===== config.mk =====
export PLATFORM = sky130hd
export DESIGN_NAME = lsu_mem_ctrl
export DESIGN_NICKNAME = d
export VERILOG_FILES = /design/src/rtl/lsu_mem_ctrl.sv
export SDC_FILE = /design/constraint.sdc
export NUM_CORES = 1
export LEC_CHECK = 0
export ABC_AREA = 1
export CAP_MARGIN = 30
export CORE_ASPECT_RATIO = 0.9
export CORE_MARGIN = 4
export CORE_UTILIZATION = 45
export CTS_CLUSTER_DIAMETER = 60
export DETAILED_ROUTE_END_ITERATION = 12
export DONT_BUFFER_PORTS = 1
export GPL_TIMING_DRIVEN = 1
export HOLD_SLACK_MARGIN = 0.1
export PLACE_DENSITY = 0.65
export SLEW_MARGIN = 20
export SYNTH_ARGS = -nofsm -noshare
export SYNTH_HDL_FRONTEND = slang
export SYNTH_SLANG_ARGS = --single-unit

===== constraint.sdc =====
create_clock -name clk -period 12.2 [get_ports clk]
set_input_delay 1.22 -clock clk [delete_from_list [all_inputs] [get_ports clk]]
set_output_delay 1.22 -clock clk [all_outputs]
set_load 0.005 [all_outputs]

===== src/rtl/lsu_mem_ctrl.sv =====
`default_nettype none
// ============================================================================
//  Module      : lsu_mem_ctrl
//  Description : RV32I load/store initiator. Takes one request from execute,
//                forms the effective address, screens it for illegal funct3
//                and misalignment, drives the byte-addressed data memory port
//                until MemRdy, and returns extended load data to writeback.
//  Revision    : 1.0 - initial release
// ============================================================================
module lsu_mem_ctrl (
    input  logic        clk,
    input  logic        reset,
    input  logic        req_valid,
    input  logic        req_store,
    input  logic [2:0]  funct3,
    input  logic [31:0] base,
    input  logic [31:0] offset,
    input  logic [31:0] store_data,
    input  logic [31:0] mem_read_data,
    input  logic        MemRdy,
    output logic [31:0] mem_address,
    output logic        mem_write_enable,
    output logic        mem_read_enable,
    output logic [31:0] mem_write_data,
    output logic [2:0]  mem_xfer_size,
    output logic        busy,
    output logic        resp_valid,
    output logic        resp_err,
    output logic [31:0] load_data,
    output logic [31:0] fault_addr
);

    typedef enum logic [1:0] {
        S_IDLE   = 2'd0,
        S_ACCESS = 2'd1,
        S_RESP   = 2'd2
    } state_t;

    localparam logic [2:0] c_SIZE_BYTE = 3'd1;
    localparam logic [2:0] c_SIZE_HALF = 3'd2;
    localparam logic [2:0] c_SIZE_WORD = 3'd4;

    state_t      state_q,      state_d;
    logic [31:0] addr_q,       addr_d;
    logic [2:0]  size_q,       size_d;
    logic [31:0] wdata_q,      wdata_d;
    logic        store_q,      store_d;
    logic [2:0]  funct3_q,     funct3_d;
    logic [31:0] load_data_q,  load_data_d;
    logic        resp_err_q,   resp_err_d;
    logic [31:0] fault_addr_q, fault_addr_d;

    logic [31:0] w_ea;
    logic [2:0]  w_size;
    logic        w_illegal;
    logic        w_misaligned;
    logic        w_err;
    logic [31:0] w_ext;

    // Request screening: effective address (wraps mod 2^32), size and error flags
    always_comb begin
        w_ea = base + offset;
        case (funct3[1:0])
            2'd0:    w_size = c_SIZE_BYTE;
            2'd1:    w_size = c_SIZE_HALF;
            default: w_size = c_SIZE_WORD;
        endcase
        if (req_store) begin
            w_illegal = (funct3 >= 3'd3);
        end else begin
            w_illegal = (funct3 == 3'd3) || (funct3 == 3'd6) || (funct3 == 3'd7);
        end
        w_misaligned = ((funct3[1:0] == 2'd1) && w_ea[0]) ||
                       ((funct3[1:0] == 2'd2) && (w_ea[1:0] != 2'b00));
        w_err = w_illegal || w_misaligned;
    end

    // Load data extension selected by the latched funct3
    always_comb begin
        case (funct3_q)
            3'd0:    w_ext = {{24{mem_read_data[7]}},  mem_read_data[7:0]};
            3'd1:    w_ext = {{16{mem_read_data[15]}}, mem_read_data[15:0]};
            3'd4:    w_ext = {24'd0, mem_read_data[7:0]};
            3'd5:    w_ext = {16'd0, mem_read_data[15:0]};
            default: w_ext = mem_read_data;
        endcase
    end

    // Next-state and datapath update logic; every register holds by default
    always_comb begin
        state_d      = state_q;
        addr_d       = addr_q;
        size_d       = size_q;
        wdata_d      = wdata_q;
        store_d      = store_q;
        funct3_d     = funct3_q;
        load_data_d  = load_data_q;
        resp_err_d   = resp_err_q;
        fault_addr_d = fault_addr_q;
        case (state_q)
            S_IDLE: begin
                if (req_valid) begin
                    if (w_err) begin
                        // Faulting requests never reach memory; the port keeps its old values
                        fault_addr_d = w_ea;
                        resp_err_d   = 1'b1;
                        state_d      = S_RESP;
                    end else begin
                        addr_d   = w_ea;
                        size_d   = w_size;
                        wdata_d  = store_data;
                        store_d  = req_store;
                        funct3_d = funct3;
                        state_d  = S_ACCESS;
                    end
                end
            end
            S_ACCESS: begin
                if (MemRdy) begin
                    if (!store_q) begin
                        load_data_d = w_ext;
                    end
                    resp_err_d = 1'b0;
                    state_d    = S_RESP;
                end
            end
            S_RESP: begin
                state_d = S_IDLE;
            end
            default: begin
                state_d = S_IDLE;
            end
        endcase
    end

    // State and datapath registers with asynchronous reset
    always_ff @(posedge clk or posedge reset) begin
        if (reset) begin
            state_q      <= S_IDLE;
            addr_q       <= 32'd0;
            size_q       <= c_SIZE_WORD;
            wdata_q      <= 32'd0;
            store_q      <= 1'b0;
            funct3_q     <= 3'd0;
            load_data_q  <= 32'd0;
            resp_err_q   <= 1'b0;
            fault_addr_q <= 32'd0;
        end else begin
            state_q      <= state_d;
            addr_q       <= addr_d;
            size_q       <= size_d;
            wdata_q      <= wdata_d;
            store_q      <= store_d;
            funct3_q     <= funct3_d;
            load_data_q  <= load_data_d;
            resp_err_q   <= resp_err_d;
            fault_addr_q <= fault_addr_d;
        end
    end

    // Strobes decode from state so an asynchronous reset drops them at once
    always_comb begin
        mem_address      = addr_q;
        mem_xfer_size    = size_q;
        mem_write_data   = wdata_q;
        mem_write_enable = (state_q == S_ACCESS) && store_q;
        mem_read_enable  = (state_q == S_ACCESS) && !store_q;
        busy             = (state_q != S_IDLE);
        resp_valid       = (state_q == S_RESP);
        resp_err         = resp_err_q;
        load_data        = load_data_q;
        fault_addr       = fault_addr_q;
    end

endmodule
`default_nettype wire


==> results.yml, run 1 <==
clock_tree:
  cts_repair_resize_count: 0
  cts-root-to-sink-buffers: 2
  clk_pin_slew_ns: 0.06
  cts_tree: "built"
  postCtsHoldBufs: 0
  cts.htree.levels: 4
  clock_tree.root_cell: "sky130_fd_sc_hd__clkbuf_16"
  clock-sinks: 138
  worst_skew_pair.late_latency_ns: 0.41
  buffer_count_from_post_cts_setup_fixing: 0
  tritoncts_buffers: 17
place:
  place.detailed.hpwl_um: 16100
  finalWeightedCongestion: 0.889
  numPortBuffers: 0
global_route:
  leftover_overflow_at_the_end_of_global_routing: 0
  grt_pass1_wl_um: 33600
  grt_antenna_before_repair: 0
  pin_count_of_the_biggest_net_entering_global_routing: 76
  vias_in_the_first_global_route: 6242
  track_usage_pct: 21.7
floorplan:
  starting_density_pct: 45.7
  fp.dieArea_sq_um: 19300
  rows: 45
  die_height_um: 132
  die-width_um: 146
  fp.coreArea_sq_um: 16800
  design.portCount: 272
yosys:
  asyncSetResetFlopFracSynth_pct: 100
  most_numerous_cell_in_the_yosys_netlist: "sky130_fd_sc_hd__nand2_1"
  synth.net_count: 1224
  postSynthAreaPerCell_sq_um: 7.29
  synth_area_leaders: "sky130_fd_sc_hd__dfrtp_1 (45%), sky130_fd_sc_hd__nand2_1 (23%), sky130_fd_sc_hd__inv_1 (5.8%)"
  synth.top_cells.by_count: "sky130_fd_sc_hd__nand2_1 (478), sky130_fd_sc_hd__dfrtp_1 (137), sky130_fd_sc_hd__inv_1 (119)"
  post-synth-top-area-cell: "sky130_fd_sc_hd__dfrtp_1"
  syn-cell-area_sq_um: 7700
  synth_seq_cells: 138
  synth_enable_flop_cells: 0
  synthCells: 1056
  synth.yosys.seq_area_share_pct: 44.9
  synthDistinctLibCells: 34
  synth-warning-count: 0
  yosys.area.top_type_share_pct: 44.5
  ys.flop_type: "sky130_fd_sc_hd__dfrtp_1"
critical_path:
  crit_type: "primary input to register"
  crit_chain: "ha_1 > fa_1 > inv_1 > o21ai_1 > o21ai_1 > o21ai_2 > nor2_4 > buf_4 > inv_2 > buf_4 > o31ai_1"
  critPathRequiredTime_ns: 12.51
  rr_worst_depth: 9
  worstSetupStartpointType: "primary input"
  crit_slowest_cell: "sky130_fd_sc_hd__buf_4"
  critical-path-max-stage-delay_ns: 0.52
  timing.critical_path.to_type: "register"
  worst-endpoint-arrival_ns: 3.93
  path_max_fanout: 59
route:
  routed_wire_length_per_instance_um: 16.5
  route.vias.total: 6471
  route.final.wire_length_um: 21000
  detailed_router_iteration_count_before_antenna_repair: 5
  initialDrtViolationCount: 399
  detail-route-antenna-nets: 0
  drt-vias-per-instance: 5.09
  drcViolationCount: 0
final_layout:
  design.final.nets: 1217
  area_growth_pct: 8.68
  drive_gt1_share_pct: 5.56
  antenna-diode-count: 0
flow_run:
  cap_viol_max_count: 0
sta:
  setup_repair_after_global_routing_missed_its_margin: "false"
  finalMaxSlewViolations: 0
  fin_setup_tns_ns: 0
  slew_headroom_pct: 41.9
  timing.final.crit_share_pct: 29.6
  report.final.hold_viol_count: 0
  timing.clock.skew_ns: 0.0126
  setup_viol: 0
  worst_pin_slew_ns: 0.868
  fmax_mhz: 277
  layout_min_cycle_time_ns: 3.62
power_and_ir_drop:
  design_power_total_uw: 1750
  ir_drop_uv: 100
  power.density_nw_per_um2: 209
  p_leak_uw: 0.00466
min_path:
  whs_path_depth: 2
  worst_hold_path_type: "register to register"
status:
  outcome: "finished, final reports clean"
cells in the final DEF (no fill, tap or decap):
master	n
sky130_fd_sc_hd__a31o_4	1
sky130_fd_sc_hd__a21o_1	1
sky130_fd_sc_hd__a21oi_1	54
sky130_fd_sc_hd__dfrtp_1	137
sky130_fd_sc_hd__xor2_1	5
sky130_fd_sc_hd__nor3_1	3
sky130_fd_sc_hd__inv_6	4
sky130_fd_sc_hd__xnor2_1	10
sky130_fd_sc_hd__buf_4	3
sky130_fd_sc_hd__mux2_4	6
sky130_fd_sc_hd__clkinv_4	2
sky130_fd_sc_hd__o31ai_1	1
sky130_fd_sc_hd__clkbuf_8	1
sky130_fd_sc_hd__nand3b_1	4
sky130_fd_sc_hd__or2_2	1
sky130_fd_sc_hd__o21ai_0	24
sky130_fd_sc_hd__inv_2	5
sky130_fd_sc_hd__fa_1	1
sky130_fd_sc_hd__dfstp_2	1
sky130_fd_sc_hd__nand4_1	3
sky130_fd_sc_hd__clkbuf_16	17
sky130_fd_sc_hd__o21ai_2	1
sky130_fd_sc_hd__mux2_2	1
sky130_fd_sc_hd__nor2_4	2
sky130_fd_sc_hd__nand3_1	64
sky130_fd_sc_hd__o21ai_1	20
sky130_fd_sc_hd__clkinv_2	3
sky130_fd_sc_hd__o21bai_1	3
sky130_fd_sc_hd__nand2_2	3
sky130_fd_sc_hd__inv_1	118
sky130_fd_sc_hd__nand2_1	478
sky130_fd_sc_hd__ha_1	31
sky130_fd_sc_hd__nor2_1	45
sky130_fd_sc_hd__nor2_2	2
sky130_fd_sc_hd__clkinvlp_4	5
sky130_fd_sc_hd__nor3_4	1
worst paths after layout:
kind                                  startpoint                 end  slack [ns]
worst min-delay path            mem_xfer_size[2]    mem_xfer_size[2]        0.49
worst min register to register  mem_xfer_size[2]    mem_xfer_size[2]        0.49
min in group asynchronous                  reset  mem_write_data[25]        0.78
worst max register to register        state_q[0]    mem_xfer_size[0]        9.58
worst max-delay path                   offset[0]    mem_xfer_size[0]        8.58
max in group asynchronous                  reset         funct3_q[1]       10.13
kinds of logic after synthesis:
| kind of cell | Yosys count | share of synthesized area (%) |
|---|---|---|
| AND/OR/NAND/NOR | 606 | 31.5 |
| multiplexers | 7 | 1.32 |
| buffers and inverters | 153 | 8.11 |
| adder cells (fa/ha/maj) | 32 | 5.30 |
| flip-flops | 138 | 44.9 |
| XOR/XNOR | 15 | 1.71 |
| AO/OA/AOI/OAI | 105 | 7.20 |
power by group:
group          internal, uW  switching (uW)  leakage (uW)  total, uW
Clock                   265             199      0.000251        464
Combinational           157             246       0.00269        404
Sequential              670             213       0.00171        883
layout make-up:
class,instances,area (sq um)
fillers,1694,8470
multi-input cells,765,3620
flip-flops and latches,138,3450
inverters,124,470
clock buffers,18,439
well taps,211,264
clock inverters,13,96.3
repair buffers,3,22.5
critical path: cells and delay by family:
kind	cells	cell delay, ns
AOI/OAI and AO/OA	4	0.54
adders and majority gates	2	0.66
buffers and inverters	4	1.40
and+or+nand+nor	1	0.08
metal layers:
| metal | global-route usage (%) | vias to the layer above | routed length (um) |
|---|---|---|---|
| li1 | - | 3276 | - |
| met1 | 29.1 | 2947 | 9260 |
| met2 | 32.7 | 229 | 9240 |
| met3 | 8.73 | 19 | 2210 |
| met4 | 6.28 | 0 | 301 |
| met5 | 0 | - | 0 |
stage by stage:
step / hold slack [ns] / util (%) / area, sq um / setup WS, ns / instances
floorplan: 0.451 / - / 7700 / 7.29 / 1056
global placement: 0.479 / 46.5 / 7830 / 8.20 / 1241
CTS: 0.492 / 49.7 / 8370 / 8.55 / 1272
detailed placement: 0.484 / 46.5 / 7830 / 8.13 / 1241
global route: 0.513 / 49.7 / 8370 / 8.30 / 1272
finish: 0.490 / 49.7 / 8370 / 8.58 / 1272
state kept, by name, summed over array words and instances (netlist names):
register	cells
funct3_q	3
state_q	2
mem_xfer_size	3
resp_err	1
store_q	1
mem_address	32
load_data	32
fault_addr	32
mem_write_data	32
No activity file was read; power rests on OpenSTA's default activity.
==> inputs of run 2 (changes only) <==
Settings changed: PLACE_DENSITY 0.65 to 0.67.
Clock period 12.2 ns to 2.9 ns, I/O delays scaled along.
==> run 2 against run 1 <==
Effect of this change: worst hold slack worse by 0.37 ns; non-clock buffer count up 74; via count up 5.1%; clock skew down 0.0046 ns; largest power group unchanged.
==> results.yml, run 2 (synthesis gave the netlist of run 1 again) <==
clock_tree:
  cts.htree.levels: 4
  clock-sinks: 138
  worst_skew_pair.late_latency_ns: 0.41
  clock_tree.root_cell: "sky130_fd_sc_hd__clkbuf_16"
  cts-root-to-sink-buffers: 2
  buffer_count_from_post_cts_setup_fixing: 0
  tritoncts_buffers: 17
  cts_repair_resize_count: 0
  cts_tree: "built"
  clk_pin_slew_ns: 0.06
power_and_ir_drop:
  power.density_nw_per_um2: 839
  design_power_total_uw: 7700
  ir_drop_uv: 466
  p_leak_uw: 0.00501
final_layout:
  antenna-diode-count: 0
  layout.cells.most_common: "sky130_fd_sc_hd__nand2_1"
  fillerInstances: 1564
  layout.cells.most_common_list: "sky130_fd_sc_hd__nand2_1 (478), sky130_fd_sc_hd__dfrtp_1 (137), sky130_fd_sc_hd__inv_1 (118)"
  design.final.nets: 1291
  layout.cell_area.non_filler_sq_um: 9180
  drive_gt1_share_pct: 5.46
  area_growth_pct: 19.2
status:
  outcome: "finished, final reports clean"
sta:
  report.final.hold_viol_count: 0
  setup_repair_after_global_routing_missed_its_margin: "false"
  finalMaxSlewViolations: 0
  fmax_mhz: 448
  slew_headroom_pct: 58.0
  layout_min_cycle_time_ns: 2.23
  timing.final.crit_share_pct: 76.9
  fin_setup_tns_ns: 0
  worst_pin_slew_ns: 0.630
  timing.clock.skew_ns: 0.00795
  setup_viol: 0
route:
  detail-route-antenna-nets: 0
  routed_wire_length_per_instance_um: 16.2
  route.vias.total: 6798
  drcViolationCount: 0
  detailed_router_iteration_count_before_antenna_repair: 5
  initialDrtViolationCount: 441
  route.final.wire_length_um: 21800
  drt-vias-per-instance: 5.05
floorplan:
  fp.dieArea_sq_um: 19300
  starting_density_pct: 45.7
  die_height_um: 132
  die-width_um: 146
  design.portCount: 272
  rows: 45
  fp.coreArea_sq_um: 16800
flow_run:
  cap_viol_max_count: 0
critical_path:
  path_max_fanout: 29
  worstSetupStartpointType: "primary input"
  timing.critical_path.to_type: "register"
  worst-endpoint-arrival_ns: 2.57
  critPathRequiredTime_ns: 3.24
  crit_type: "primary input to register"
global_route:
  track_usage_pct: 22.7
  leftover_overflow_at_the_end_of_global_routing: 0
  vias_in_the_first_global_route: 6623
  grt_antenna_before_repair: 0
  grt_pass1_wl_um: 35200
  pin_count_of_the_biggest_net_entering_global_routing: 59
min_path:
  worst_hold_path_type: "primary input to register"
place:
  finalWeightedCongestion: 0.907
  place.detailed.hpwl_um: 16400
  placed_instance_area_sq_um: 7890
  numPortBuffers: 0
[run 2: area by class of cell]
type	instances	area [sq um]	area share (%)
timing repair buffer	77	776	8.45
clock buffer	21	450	4.91
tap	211	264	2.88
multi-input combinational	765	3620	39.4
sequential	138	3450	37.6
clock inverter	11	146	1.59
inverter	124	469	5.11
[run 2: worst paths after layout]
check	cells after the start	slack, ns	startpoint	to
min	2	0.12	mem_read_data[7]	load_data[7]
max in group asynchronous	3	1.90	reset	load_data[2]
min in group asynchronous	3	0.54	reset	resp_err
max reg2reg	9	0.79	state_q[0]	mem_xfer_size[0]
max	12	0.67	offset[0]	mem_xfer_size[0]
min reg2reg	2	0.49	mem_xfer_size[2]	mem_xfer_size[2]
[run 2: timing repair]
item	CTS	global route
endpoints found under the setup margin	0	0
endpoints found under the hold margin	207	0
hold buffers	69	0
[run 2: metal layers]
layer  GRT usage, %  up-vias  share of wire [%]
li1               -     3416                  -
met1           30.2     3101                 43
met3           8.56       22                 10
met2           35.7      259                 46
met5              0        -                  0
met4           5.06        0                1.3
[run 2: report_power, final]
group	internal, uW	total, uW	switching (uW)
Sequential	2820	3720	897
Clock	1370	2170	794
Combinational	745	1820	1070
Total	4940	7700	2770
[run 2: through the flow]
stage | utilization [%] | setup WS [ns] | hold WS (ns) | instances
floorplan | - | 0.890 | 0.385 | 1056
global placement | 46.9 | 0.791 | 0.373 | 1246
detailed placement | 46.9 | 0.761 | 0.388 | 1246
CTS | 54.5 | 0.704 | 0.102 | 1347
global route | 54.5 | 0.479 | 0.139 | 1347
finish | 54.5 | 0.669 | 0.124 | 1347
[run 2: worst max-delay path, cell delays in order]
cell	delay [ns]
sky130_fd_sc_hd__ha_1	0.24
sky130_fd_sc_hd__fa_1	0.51
sky130_fd_sc_hd__inv_1	0.06
sky130_fd_sc_hd__o21ai_1	0.11
sky130_fd_sc_hd__o21ai_1	0.08
sky130_fd_sc_hd__o21ai_2	0.11
sky130_fd_sc_hd__nor2_4	0.07
sky130_fd_sc_hd__inv_2	0.08
sky130_fd_sc_hd__buf_4	0.29
sky130_fd_sc_hd__nand2_1	0.08
sky130_fd_sc_hd__o31ai_1	0.07
sky130_fd_sc_hd__dlygate4sd3_1	0.57
==> inputs of run 3 (changes only) <==
Settings changed: PLACE_DENSITY 0.67 to 0.65.
Clock period 2.9 ns to 2.2 ns, I/O delays scaled along.
==> run 3 against run 2 <==
Effect of this change: cell count up 0.89%; worst hold slack worse by 0.0091 ns; critical path depth fell by 1; critical path type unchanged.
==> results.yml, run 3 (synthesis gave the netlist of run 1 again) <==
status:
  outcome: "finished, final reports clean"
flow_run:
  cap_viol_max_count: 0
clock_tree:
  clock_tree.root_cell: "sky130_fd_sc_hd__clkbuf_16"
  cts.htree.levels: 4
  cts-root-to-sink-buffers: 2
  clock-sinks: 138
  clk_pin_slew_ns: 0.06
  cts_tree: "built"
  tritoncts_buffers: 17
  worst_skew_pair.late_latency_ns: 0.42
route:
  route.vias.total: 6978
  drt-vias-per-instance: 5.13
  routed_wire_length_per_instance_um: 16.7
  route.final.wire_length_um: 22700
  drcViolationCount: 0
  detail-route-antenna-nets: 0
  initialDrtViolationCount: 430
  detailed_router_iteration_count_before_antenna_repair: 5
critical_path:
  path_max_fanout: 39
  r2r-end: "mem_xfer_size[0]"
  critPathRequiredTime_ns: 2.55
  worst_r2r_startpoint: "state_q[0]"
  worst-endpoint-arrival_ns: 2.42
  rr_worst_depth: 9
  reg2reg_slack_ns: 0.19
  worstSetupStartpointType: "primary input"
  crit_type: "primary input to register"
  timing.critical_path.to_type: "register"
global_route:
  grt_antenna_before_repair: 0
  grt_pass1_wl_um: 36300
  leftover_overflow_at_the_end_of_global_routing: 0
  pin_count_of_the_biggest_net_entering_global_routing: 56
  vias_in_the_first_global_route: 6721
  track_usage_pct: 23.6
power_and_ir_drop:
  pwr-share-clk_pct: 29.6
  switching_share_pct: 36.4
  seqPwrFrac_pct: 46.2
  combinational_group_share_of_total_power_pct: 24.2
  switchingPower_uw: 3820
  int_pwr_uw: 6690
  power.density_nw_per_um2: 1120
  ir_drop_uv: 605
  p_leak_uw: 0.00511
place:
  place_worst_setup_slack_ns: 0.199
  finalWeightedCongestion: 0.926
  place.detailed.hpwl_um: 16700
  numPortBuffers: 0
  placed_instance_area_sq_um: 8020
final_layout:
  layout.cells.most_common_list: "sky130_fd_sc_hd__nand2_1 (478), sky130_fd_sc_hd__dfrtp_1 (137), sky130_fd_sc_hd__inv_1 (118)"
  area_growth_pct: 22.0
  final_util_pct: 55.8
  drive_gt1_share_pct: 6.36
  layout.cell_area.non_filler_sq_um: 9390
  layout.cells.most_common: "sky130_fd_sc_hd__nand2_1"
  design.final.nets: 1302
sta:
  timing.final.crit_share_pct: 94.0
  timing.clock.skew_ns: 0.00719
  setup_repair_after_global_routing_missed_its_margin: "false"
  worst_pin_slew_ns: 0.836
  fin_setup_tns_ns: 0
  slew_headroom_pct: 44.2
  fmax_mhz: 484
  layout_min_cycle_time_ns: 2.07
  report.final.hold_viol_count: 0
  layout_setup_ws_ns: 0.132
  finalMaxSlewViolations: 0
  setup_viol: 0
floorplan:
  fp.dieArea_sq_um: 19300
  die-width_um: 146
  design.portCount: 272
  rows: 45
  starting_density_pct: 45.7
  fp.coreArea_sq_um: 16800
  die_height_um: 132
min_path:
  worst_hold_startpoint: "base[0]"
  worst_hold_path_type: "primary input to register"
  whs_path_depth: 3
  worstHoldEndpoint: "mem_address[0]"
## run 3: changes by cell type in the layout (fill, tap and decap cells not counted), sizes merged
cell         previous run  this run
buf                     8        16
bufinv                  3         4
clkbuf                 21        17
clkinv                  6         3
diode                   0         1
dlygate4sd3            69        72
inv                   123       129
## run 3: critical path: stages
cell	delay [ns]
sky130_fd_sc_hd__ha_1	0.22
sky130_fd_sc_hd__fa_1	0.43
sky130_fd_sc_hd__inv_1	0.10
sky130_fd_sc_hd__o21ai_1	0.07
sky130_fd_sc_hd__o21ai_1	0.09
sky130_fd_sc_hd__o21ai_2	0.11
sky130_fd_sc_hd__nor2_4	0.14
sky130_fd_sc_hd__inv_2	0.07
sky130_fd_sc_hd__buf_12	0.17
sky130_fd_sc_hd__o31ai_1	0.20
sky130_fd_sc_hd__dlygate4sd3_1	0.59
## run 3: worst max-delay path by stage
stage | from | endpoint | slack, ns | cells past startpoint
final | offset[0] | mem_xfer_size[0] | 0.13 | 11
after global placement | offset[0] | mem_address[15] | 0.25 | 10
after detailed placement | offset[0] | mem_address[15] | 0.20 | 10
after floorplan | reset | fault_addr[0] | 0.26 | 1
after CTS | state_q[0] | mem_xfer_size[0] | 0.08 | 9
after global routing | offset[0] | mem_xfer_size[0] | 0.01 | 11
## run 3: metrics by stage
stage                     hold WS [ns]  power, uW  std cells
final                            0.115      10500       1359
after global routing             0.145      11200       1358
after CTS                        0.106      10600       1357
after detailed placement         0.288       7300       1253
after global placement           0.286       7220       1253
after floorplan                  0.315       6370       1056
## run 3: timing repair
action,in CTS,in global routing
hold buffers,72,0
setup endpoints to repair,0,1
endpoints found under the hold margin,101,0
buffers inserted,0,1
gates resized for setup,0,0
## run 3: routing by layer
metal	up-vias	global-route usage, %	part of all wire, %
met1	3207	30.7	43
met3	34	9.63	10
li1	3452	-	-
met4	0	7.28	2.0
met5	-	0	0
met2	285	36.4	45
## run 3: power groups by stage
stage / sequential [uW] / combinational, uW / clock [uW]
final: 4850 / 2540 / 3110
after global routing: 5000 / 2950 / 3280
after CTS: 4870 / 2540 / 3160
after detailed placement: 4890 / 2410 / 0
after global placement: 4900 / 2330 / 0
after floorplan: 4440 / 1920 / 0
## run 3: layout make-up
class | instances | area [sq um]
inverter | 124 | 469
clock buffer | 17 | 425
tap | 211 | 264
multi-input combinational | 765 | 3620
fill | 1547 | 7450
timing repair buffer | 88 | 941
sequential | 138 | 3450
antenna | 1 | 2.50
clock inverter | 15 | 213
